File: src/rtl/gd_pkg.sv
// Shared definitions for the gradient-descent controller: state encoding,
// Q24.8 limits and status flag positions.
package gd_pkg;

    typedef enum logic [2:0] {
        ST_IDLE   = 3'd0,
        ST_ISSUE  = 3'd1,
        ST_WAIT   = 3'd2,
        ST_UPDATE = 3'd3,
        ST_DONE   = 3'd4
    } gd_state_e;

    localparam logic signed [31:0] Q_MAX     = 32'sh7FFFFFFF;
    localparam logic signed [31:0] Q_MIN     = 32'sh80000000;
    localparam int                 FRAC_BITS = 8;

    localparam int FLG_CONVERGED = 0;
    localparam int FLG_OVERFLOW  = 1;
    localparam int FLG_TIMEOUT   = 2;
    localparam int FLG_SATURATED = 3;
    localparam int NUM_FLAGS     = 4;

endpackage

File: src/rtl/grad_descent_ctrl_sat_sub.sv
// Saturating Q24.8 subtractor: diff = clamp(a - b), sat flags a clip.
// Also used with a = 0 to form a saturated negation for |x|.
module sat_sub_q24_8
    import gd_pkg::*;
(
    input  logic signed [31:0] a,
    input  logic signed [31:0] b,
    output logic signed [31:0] diff,
    output logic               sat
);

    logic signed [32:0] wide;

    // The two top bits of the 33-bit difference disagree only when the
    // result does not fit in 32 bits; the top bit gives the direction.
    function automatic logic signed [31:0] clamp_q(input logic signed [32:0] w);
        if (w[32] != w[31]) begin
            return w[32] ? Q_MIN : Q_MAX;
        end
        return w[31:0];
    endfunction

    // Full-precision difference, then clamp to the Q24.8 range.
    always_comb begin
        wide = $signed({a[31], a}) - $signed({b[31], b});
        diff = clamp_q(wide);
        sat  = (wide[32] != wide[31]);
    end

endmodule

File: src/rtl/grad_descent_ctrl.sv
// Gradient-descent run controller: issues x to the evaluator, applies the
// returned step with saturation and stops on convergence, iteration limit,
// evaluator overflow or evaluator timeout.
module grad_descent_ctrl
    import gd_pkg::*;
#(
    parameter int          MAX_ITER    = 256,
    parameter logic [31:0] TOL         = 32'h00000004,
    parameter int          TIMEOUT_CYC = 1024
) (
    input  logic        clk,
    input  logic        rst_n,
    input  logic        start,
    input  logic        abort,
    input  logic [31:0] x_init,
    output logic        start_func,
    output logic [31:0] x_out,
    input  logic        func_done_in,
    input  logic [31:0] x_diff_in,
    input  logic [63:0] value_in,
    input  logic        overflow_in,
    output logic [31:0] x_final,
    output logic [63:0] value_final,
    output logic [15:0] iter_count,
    output logic        busy,
    output logic        done,
    output logic        converged,
    output logic        err_overflow,
    output logic        timeout,
    output logic        saturated
);

    localparam int              WC_W       = (TIMEOUT_CYC > 2) ? $clog2(TIMEOUT_CYC) : 1;
    localparam logic [WC_W-1:0] WC_LAST    = WC_W'(TIMEOUT_CYC - 1);
    localparam logic [15:0]     MAX_ITER_W = 16'(MAX_ITER);

    gd_state_e                state_q, state_d;
    logic signed [31:0]       x_reg_q, x_reg_d;
    logic [15:0]              iter_q, iter_d;
    logic [WC_W-1:0]          wait_cnt_q, wait_cnt_d;
    logic signed [31:0]       xdiff_cap_q, xdiff_cap_d;
    logic signed [63:0]       value_cap_q, value_cap_d;
    logic                     ovf_cap_q, ovf_cap_d;
    logic [NUM_FLAGS-1:0]     flags_q, flags_d;
    logic                     start_func_q, start_func_d;
    logic                     done_q, done_d;
    logic                     busy_q, busy_d;
    logic [31:0]              x_final_q, x_final_d;
    logic [63:0]              value_final_q, value_final_d;
    logic [15:0]              iter_count_q, iter_count_d;

    logic signed [31:0]       x_next;
    logic                     x_next_sat;
    logic signed [31:0]       neg_diff;
    logic                     neg_sat;
    logic signed [31:0]       abs_x_diff;

    // Candidate next x from the captured step.
    sat_sub_q24_8 u_step (
        .a    (x_reg_q),
        .b    (xdiff_cap_q),
        .diff (x_next),
        .sat  (x_next_sat)
    );

    // Saturated negation of the step; -(0x80000000) lands on Q_MAX.
    sat_sub_q24_8 u_neg (
        .a    (32'sd0),
        .b    (xdiff_cap_q),
        .diff (neg_diff),
        .sat  (neg_sat)
    );

    // Magnitude of the captured step for the convergence test.
    always_comb begin
        abs_x_diff = xdiff_cap_q;
        if (xdiff_cap_q[31]) begin
            abs_x_diff = neg_sat ? Q_MAX : neg_diff;
        end
    end

    // Next-state and datapath update; abort freezes everything but the state.
    always_comb begin
        state_d       = state_q;
        x_reg_d       = x_reg_q;
        iter_d        = iter_q;
        wait_cnt_d    = wait_cnt_q;
        xdiff_cap_d   = xdiff_cap_q;
        value_cap_d   = value_cap_q;
        ovf_cap_d     = ovf_cap_q;
        flags_d       = flags_q;
        x_final_d     = x_final_q;
        value_final_d = value_final_q;
        iter_count_d  = iter_count_q;

        if (abort) begin
            state_d = ST_IDLE;
        end else begin
            case (state_q)
                ST_IDLE: begin
                    if (start) begin
                        x_reg_d = x_init;
                        iter_d  = 16'd0;
                        flags_d = '0;
                        state_d = ST_ISSUE;
                    end
                end
                ST_ISSUE: begin
                    wait_cnt_d = '0;
                    state_d    = ST_WAIT;
                end
                ST_WAIT: begin
                    if (func_done_in) begin
                        xdiff_cap_d = x_diff_in;
                        value_cap_d = value_in;
                        ovf_cap_d   = overflow_in;
                        state_d     = ST_UPDATE;
                    end else if (wait_cnt_q == WC_LAST) begin
                        flags_d[FLG_TIMEOUT] = 1'b1;
                        state_d              = ST_DONE;
                    end else begin
                        wait_cnt_d = wait_cnt_q + 1'b1;
                    end
                end
                ST_UPDATE: begin
                    iter_d        = iter_q + 16'd1;
                    value_final_d = value_cap_q;
                    if (ovf_cap_q) begin
                        flags_d[FLG_OVERFLOW] = 1'b1;
                        state_d               = ST_DONE;
                    end else begin
                        x_reg_d = x_next;
                        if (x_next_sat) begin
                            flags_d[FLG_SATURATED] = 1'b1;
                        end
                        if ($unsigned(abs_x_diff) <= TOL) begin
                            flags_d[FLG_CONVERGED] = 1'b1;
                            state_d                = ST_DONE;
                        end else if (iter_d == MAX_ITER_W) begin
                            state_d = ST_DONE;
                        end else begin
                            state_d = ST_ISSUE;
                        end
                    end
                end
                ST_DONE: begin
                    state_d = ST_IDLE;
                end
                default: begin
                    state_d = ST_IDLE;
                end
            endcase

            // Results become visible together with the done pulse.
            if (state_d == ST_DONE) begin
                x_final_d    = x_reg_d;
                iter_count_d = iter_d;
            end
        end

        start_func_d = (state_d == ST_ISSUE);
        done_d       = (state_d == ST_DONE);
        busy_d       = (state_d != ST_IDLE);
    end

    // State, datapath and registered outputs.
    always_ff @(posedge clk or negedge rst_n) begin
        if (!rst_n) begin
            state_q       <= ST_IDLE;
            x_reg_q       <= '0;
            iter_q        <= '0;
            wait_cnt_q    <= '0;
            xdiff_cap_q   <= '0;
            value_cap_q   <= '0;
            ovf_cap_q     <= 1'b0;
            flags_q       <= '0;
            start_func_q  <= 1'b0;
            done_q        <= 1'b0;
            busy_q        <= 1'b0;
            x_final_q     <= '0;
            value_final_q <= '0;
            iter_count_q  <= '0;
        end else begin
            state_q       <= state_d;
            x_reg_q       <= x_reg_d;
            iter_q        <= iter_d;
            wait_cnt_q    <= wait_cnt_d;
            xdiff_cap_q   <= xdiff_cap_d;
            value_cap_q   <= value_cap_d;
            ovf_cap_q     <= ovf_cap_d;
            flags_q       <= flags_d;
            start_func_q  <= start_func_d;
            done_q        <= done_d;
            busy_q        <= busy_d;
            x_final_q     <= x_final_d;
            value_final_q <= value_final_d;
            iter_count_q  <= iter_count_d;
        end
    end

    assign start_func   = start_func_q;
    assign x_out        = x_reg_q;
    assign x_final      = x_final_q;
    assign value_final  = value_final_q;
    assign iter_count   = iter_count_q;
    assign busy         = busy_q;
    assign done         = done_q;
    assign converged    = flags_q[FLG_CONVERGED];
    assign err_overflow = flags_q[FLG_OVERFLOW];
    assign timeout      = flags_q[FLG_TIMEOUT];
    assign saturated    = flags_q[FLG_SATURATED];

endmodule
File: config.mk
export PLATFORM = sky130hd
export DESIGN_NAME = grad_descent_ctrl
export DESIGN_NICKNAME = d
export VERILOG_FILES = /design/src/rtl/gd_pkg.sv /design/src/rtl/grad_descent_ctrl_sat_sub.sv /design/src/rtl/grad_descent_ctrl.sv
export SDC_FILE = /design/constraint.sdc
export NUM_CORES = 1
export LEC_CHECK = 0
export ABC_AREA = 0
export BUFFER_PORTS_ARGS = -buffer_cell sky130_fd_sc_hd__buf_2
export CAP_MARGIN = 20
export CELL_PAD_IN_SITES_DETAIL_PLACEMENT = 0
export CELL_PAD_IN_SITES_GLOBAL_PLACEMENT = 2
export CORE_ASPECT_RATIO = 1.25
export CORE_MARGIN = 2
export CORE_UTILIZATION = 38
export CTS_CLUSTER_SIZE = 25
export DETAILED_ROUTE_END_ITERATION = 10
export GPL_ROUTABILITY_DRIVEN = 0
export PLACE_DENSITY_LB_ADDON = 0.1
export SLEW_MARGIN = 15
export SYNTH_ARGS = -nofsm -noshare
export SYNTH_HDL_FRONTEND = slang
export SYNTH_SLANG_ARGS = --single-unit
File: constraint.sdc
create_clock -name clk -period 9 [get_ports clk]
set_input_delay 0.45 -clock clk [delete_from_list [all_inputs] [get_ports clk]]
set_output_delay 0.45 -clock clk [all_outputs]
set_load 0.005 [all_outputs]
# == Word-level counts from Yosys, hierarchy flattened ==
# Index checks and enable logic that the tools add are counted.
# word_totals
reg_bits,277
inputBits,134
# op_classes
n_addsub,4
order_cmp,1
eq_ne,18
n_mux,36
n_bitwise,1
reduce_logical,13
# ops
op,count
32-bit 2-to-1 mux,8
32-bit case mux with 2 select lines,1
"1-bit by 32-bit subtractor with 33-bit output, first input constant",1
32-bit by 32-bit subtractor with 33-bit output,1
"32-bit by 3-bit less-or-equal comparator with 1-bit output, second input constant",1
16-bit case mux with 2 select lines,1
3-bit 2-to-1 mux,8
10-bit 2-to-1 mux,2
10-bit case mux with 2 select lines,1
"16-bit by 1-bit adder with 16-bit output, second input constant",1
"16-bit by 9-bit == test with 1-bit output, second input constant",1
16-bit 2-to-1 mux,1
5-bit AND reduction,3
"2-bit inequality test, second input constant",7
3-bit case mux with 4 select lines,1
"10-bit by 1-bit adder with 10-bit output, second input constant",1
"10-bit == test, second input constant",1
1-bit 2-to-1 mux,9
4-bit AND reduction,2
"3-bit by 1-bit == test with 1-bit output, second input constant",2
"3-bit by 2-bit == test with 1-bit output, second input constant",2
"3-bit == test, second input constant",2
2-bit nonzero test,3
4-bit 2-to-1 mux,1
other kinds (9),12

# == Depth between registers and ports, before layout ==
# logic_depth
depth_word,13
mapped_depth,20
ltp_nobuf,17

# == Modules after synthesis ==
# From an unflattened synthesis, not the netlist that was laid out.
# unflattened
hier_cells,1822
hier_area_um2,17031.3
# by_module_without_submodules
module,instances,cells_per_inst,area_each_um2,seq_area_each_um2
grad_descent_ctrl,1,1128,12306.8,6931.6
sat_sub_q24_8,2,347,2362.3,0.0

# == Worst setup path after synthesis ==
# No wires, ideal clock.
# synth_timing
path_kind,register -> register
startpoint,register xdiff_cap_q[7]
endpoint,"register x_final_q[20], in the netlist x_final[20]"
t_arrival_ns,4.259
required_time_ns,8.872
path_slack_ns,4.613
stages_incl_launch_ff,18
synth_period_minus_slack_ns,4.387
cell_sequence,dfrtp_1 -> or4_1 -> buf_2 -> nor4_4 -> nand2_2 -> nor4_1 -> nor2_1 -> ha_1 -> nor2b_1 -> o31ai_1 -> a221oi_1 -> nand3_1 -> a2111o_1 -> nor3_2 -> a21boi_2 -> nor2_2 -> buf_2 -> mux2_1
# synth_between
elab_chain_len,11
word_cells_on_any_way,20
classes_between,add/sub (2); order compare (1); eq/ne (3); mux (13); reduce/logical (1)
# synth_rtl
element,line,rtl
"start, declared",grad_descent_ctrl.sv:41,"logic signed [31:0] xdiff_cap_q, xdiff_cap_d;"
"start signal, assigned",grad_descent_ctrl.sv:188,xdiff_cap_q <= xdiff_cap_d;
1-bit by 32-bit subtractor with 33-bit output,grad_descent_ctrl_sat_sub.sv:25,"wide = $signed({a[31], a}) - $signed({b[31], b});"
1-bit inequality test / 32-bit 2-to-1 mux (equally long branches),"grad_descent_ctrl_sat_sub.sv:17, grad_descent_ctrl_sat_sub.sv:27, grad_descent_ctrl_sat_sub.sv:20",
32-bit 2-to-1 mux,grad_descent_ctrl.sv:78,abs_x_diff = neg_sat ? Q_MAX : neg_diff;
32-bit 2-to-1 mux,grad_descent_ctrl.sv:77,if (xdiff_cap_q[31]) begin
32-bit by 3-bit less-or-equal comparator with 1-bit output,grad_descent_ctrl.sv:136,if ($unsigned(abs_x_diff) <= TOL) begin
3-bit 2-to-1 mux,grad_descent_ctrl.sv:136,
3-bit 2-to-1 mux,grad_descent_ctrl.sv:128,if (ovf_cap_q) begin
3-bit case mux with 4 select lines,grad_descent_ctrl.sv:99,case (state_q)
3-bit 2-to-1 mux,grad_descent_ctrl.sv:96,if (abort) begin
3-bit == test,grad_descent_ctrl.sv:155,if (state_d == ST_DONE) begin
2-bit AND reduction (no source line),--,
"end signal, assigned",grad_descent_ctrl.sv:195,x_final_q <= x_final_d;
"end, declared",grad_descent_ctrl.sv:48,"logic [31:0] x_final_q, x_final_d;"
# Several ways; a longest one is shown, not always the timed one. The select of a mux whose other input is x is not followed.
# A chain may end at the register's enable or synchronous reset.

# == Final worst setup path ==
# layout_timing
startpoint,register xdiff_cap_q[7]
endpoint,"register x_final_q[15], in the netlist x_final[15]"
# The elaborated chain is that of the path after synthesis.

==> flow_metrics.tcl <==
set metrics [dict create \
    status "completed" \
    slew_violations 0 \
    crit_slowest_cell "or4_1" \
    syn2layout_area_growth_pct 19.3 \
    p_int_uw 3240 \
    hold_depth 3 \
    met1_usage 0.283 \
    cts_root_buf "clkbuf_16" \
    grt_usage 0.238 \
    antenna_found_initial 8 \
    period_share 0.660 \
    gr-usage-met2 0.411 \
    grt_overflow 0 \
    slew_headroom 0.245 \
    cts_resized 0 \
    swShare 0.406 \
    synthFlopType "dfrtp_1" \
    synth-seq-cells 277 \
    ant_nets 0 \
    rsz0062_at_grt "false" \
    crit_arrival_ns 6.40 \
    slowest_delay_ns 0.70 \
    first_pass_iters 5 \
    port_buffers 284 \
    pwr-share-seq 0.355 \
    p_clk_frac 0.220 \
    comb_power_share 0.425 \
    final_hold_viol_count 0 \
    hpwl_um 35400 \
    total_leakage_power_uw 0.00820 \
    die_x_um 179 \
    dpl_cell_area_um2 16400 \
    grt_use_met3 0.0578 \
    worst_ir_drop_vdd_v 0.000173 \
    min_period_ns 5.94 \
    ys_warn_count 0 \
    netlist_area_um2 14500 \
    grt_pass1_wl_um 73100 \
    tightestPinTransition_ns 1.13 \
    grt_max_degree 96 \
    core.rowCount 80 \
    clock_latency_ns 0.59 \
    fillers 3681 \
    drive_gt1_frac 0.303 \
    syn-num-nets 1586 \
    fmax_mhz 168 \
    htreeDepth 1 \
    via_per_inst 5.57 \
    regArea_um2 6930 \
    ys_seq_area_frac 0.476 \
    fin_skew_ns 0.0193 \
    p_switching_uw 2210 \
    top_usage_layer "met2" \
    wirelength_um 47800 \
    nets 1833 \
    vias 12116 \
    path_depth 16 \
    p_per_area_nw_per_um2 314 \
    drt_iter0_drc 663 \
    tritoncts "yes" \
    dieArea_um2 39900 \
    hold_path_class "in -> reg" \
    core_um2 37900 \
    final_cell_mix "283 x buf_2, 277 x dfrtp_1, 143 x mux2_2" \
    syn_avg_cell_area_um2 10.3 \
    initial_core_util 0.383 \
    grt_pass1_vias 12302 \
    synth.distinct_cells 86 \
    end_kind "flop" \
    cts_inserted_buffers 30 \
    setup_viol 0 \
    die_h_um 223 \
    r2r_cells 16 \
    clkSlewWorstSetupHoldPaths_ns 0.06 \
    cts_sinks 277 \
    worst-setup-path-type "reg -> reg" \
    final_area_um2 17400 \
    crit_required_ns 9.46 \
    layout_commonest_cell "buf_2" \
    path_delay_family "simple AND/OR/NAND/NOR gates" \
    worstPathMaxFanout 39 \
    multiInputGateArea_um2 7130 \
    wl_per_cell_um 22.0 \
    synth_edf_count 0 \
    clockBufferDepth 3 \
    async_flop_share 1.00 \
    drv_cap 0 \
    drc 0 \
    critPathBufInv 1 \
    post_cts_buffers 0 \
    critPathLaunchType "flop" \
    fin_tns_setup_ns 0 \
    netlist_instances 1415 \
    worstPathCellList "or4_1 > nor4_4 > nand2_2 > nor4_1 > nor2_1 > ha_1 > nor2b_1 > o31ai_1 > a221oi_1 > nand3_1 > a2111o_1 > nor3_2 > a21boi_2 > nor2_4 > buf_4 > mux2_1" \
    ios 285 \
]
power groups by stage:
stage | registers, µW | logic [µW] | clock network (µW)
floorplan | 1850 | 1500 | 0
global placement | 1940 | 2310 | 0
detailed placement | 1960 | 2310 | 0
CTS | 1940 | 2320 | 1230
global route | 1990 | 2530 | 1290
finish | 1940 | 2310 | 1200
synth_stat cells, types with 12 or more instances:
cell type	count	area, µm²
nand2_1	105	394
nor3_1	63	315
mux2_1	33	372
inv_1	44	165
o21ai_0	125	626
a22oi_1	26	195
xor2_1	15	131
a21o_1	14	105
nand3_1	35	175
a31oi_1	16	100
clkbuf_1	71	267
a21oi_1	78	390
o31ai_1	15	113
nor4_1	12	75.1
xnor2_1	22	193
mux2_2	143	1610
dfrtp_1	277	6930
ha_1	36	450
nand4_1	14	87.6
nor2_1	70	263
path summary, 6_finish.rpt:
path                                start               to  slack [ns]
hold / removal              x_diff_in[30]  xdiff_cap_q[30]        0.06
max in group asynchronous           rst_n  value_final[51]        6.39
setup reg to reg           xdiff_cap_q[7]      x_final[15]        3.06
min in group asynchronous           rst_n       x_final[8]        0.49
hold reg to reg               x_final[12]      x_final[12]        0.48
setup / recovery           xdiff_cap_q[7]      x_final[15]        3.06
tightest hold or removal path: stages:
cell and delay (ns):
buf_2 0.07, nand2_1 0.03, o21ai_0 0.05
stage by stage:
step                utilization  worst slack, ns  instances  hold WS (ns)  total power (µW)
global placement          0.432             3.36       2119         0.464              4260
floorplan                     -             4.61       1415         0.154              3350
CTS                       0.457             3.18       2172        0.0268              5490
detailed placement        0.432             3.24       2120         0.470              4260
global route              0.457             2.73       2174        0.0537              5810
finish                    0.458             3.06       2177        0.0589              5450
layout make-up:
class	instances	share of cell area
repair buffers	300	0.0902
clock buffers	41	0.0479
inverters	46	0.00995
flip-flops and latches	277	0.399
clock inverters	10	0.00605
diodes	4	0.000577
multi-input cells	1007	0.411
well taps	492	0.0355
registers in the layout (all words and copies together), names as in the netlist:
register     count
value_cap_q     64
value_final     64
x_final         32
x_out           32
xdiff_cap_q     32
iter_count      16
iter_q          16
wait_cnt_q      10
flags_q          4
state_q          3
busy             1
done             1
ovf_cap_q        1
start_func       1
repair_timing:
| item | CTS | global route |
|---|---|---|
| setup endpoints to repair | 0 | 0 |
| hold buffers | 1 | 0 |
| endpoints found under the hold margin | 92 | 0 |
metal layers:
| metal | vias to the layer above | routed length [µm] |
|---|---|---|
| met5 | - | 48 |
| met4 | 8 | 1970 |
| met3 | 95 | 3170 |
| met2 | 365 | 24100 |
| met1 | 5956 | 18600 |
| li1 | 5692 | - |
logic make-up after synthesis:
group	share of synthesized area
xor+xnor	0.0223
fa+ha+maj	0.0323
buf+inv	0.0355
mux	0.140
flops	0.476
simple gates	0.128
compound gates	0.165
(Power assumes the default switching activity.)
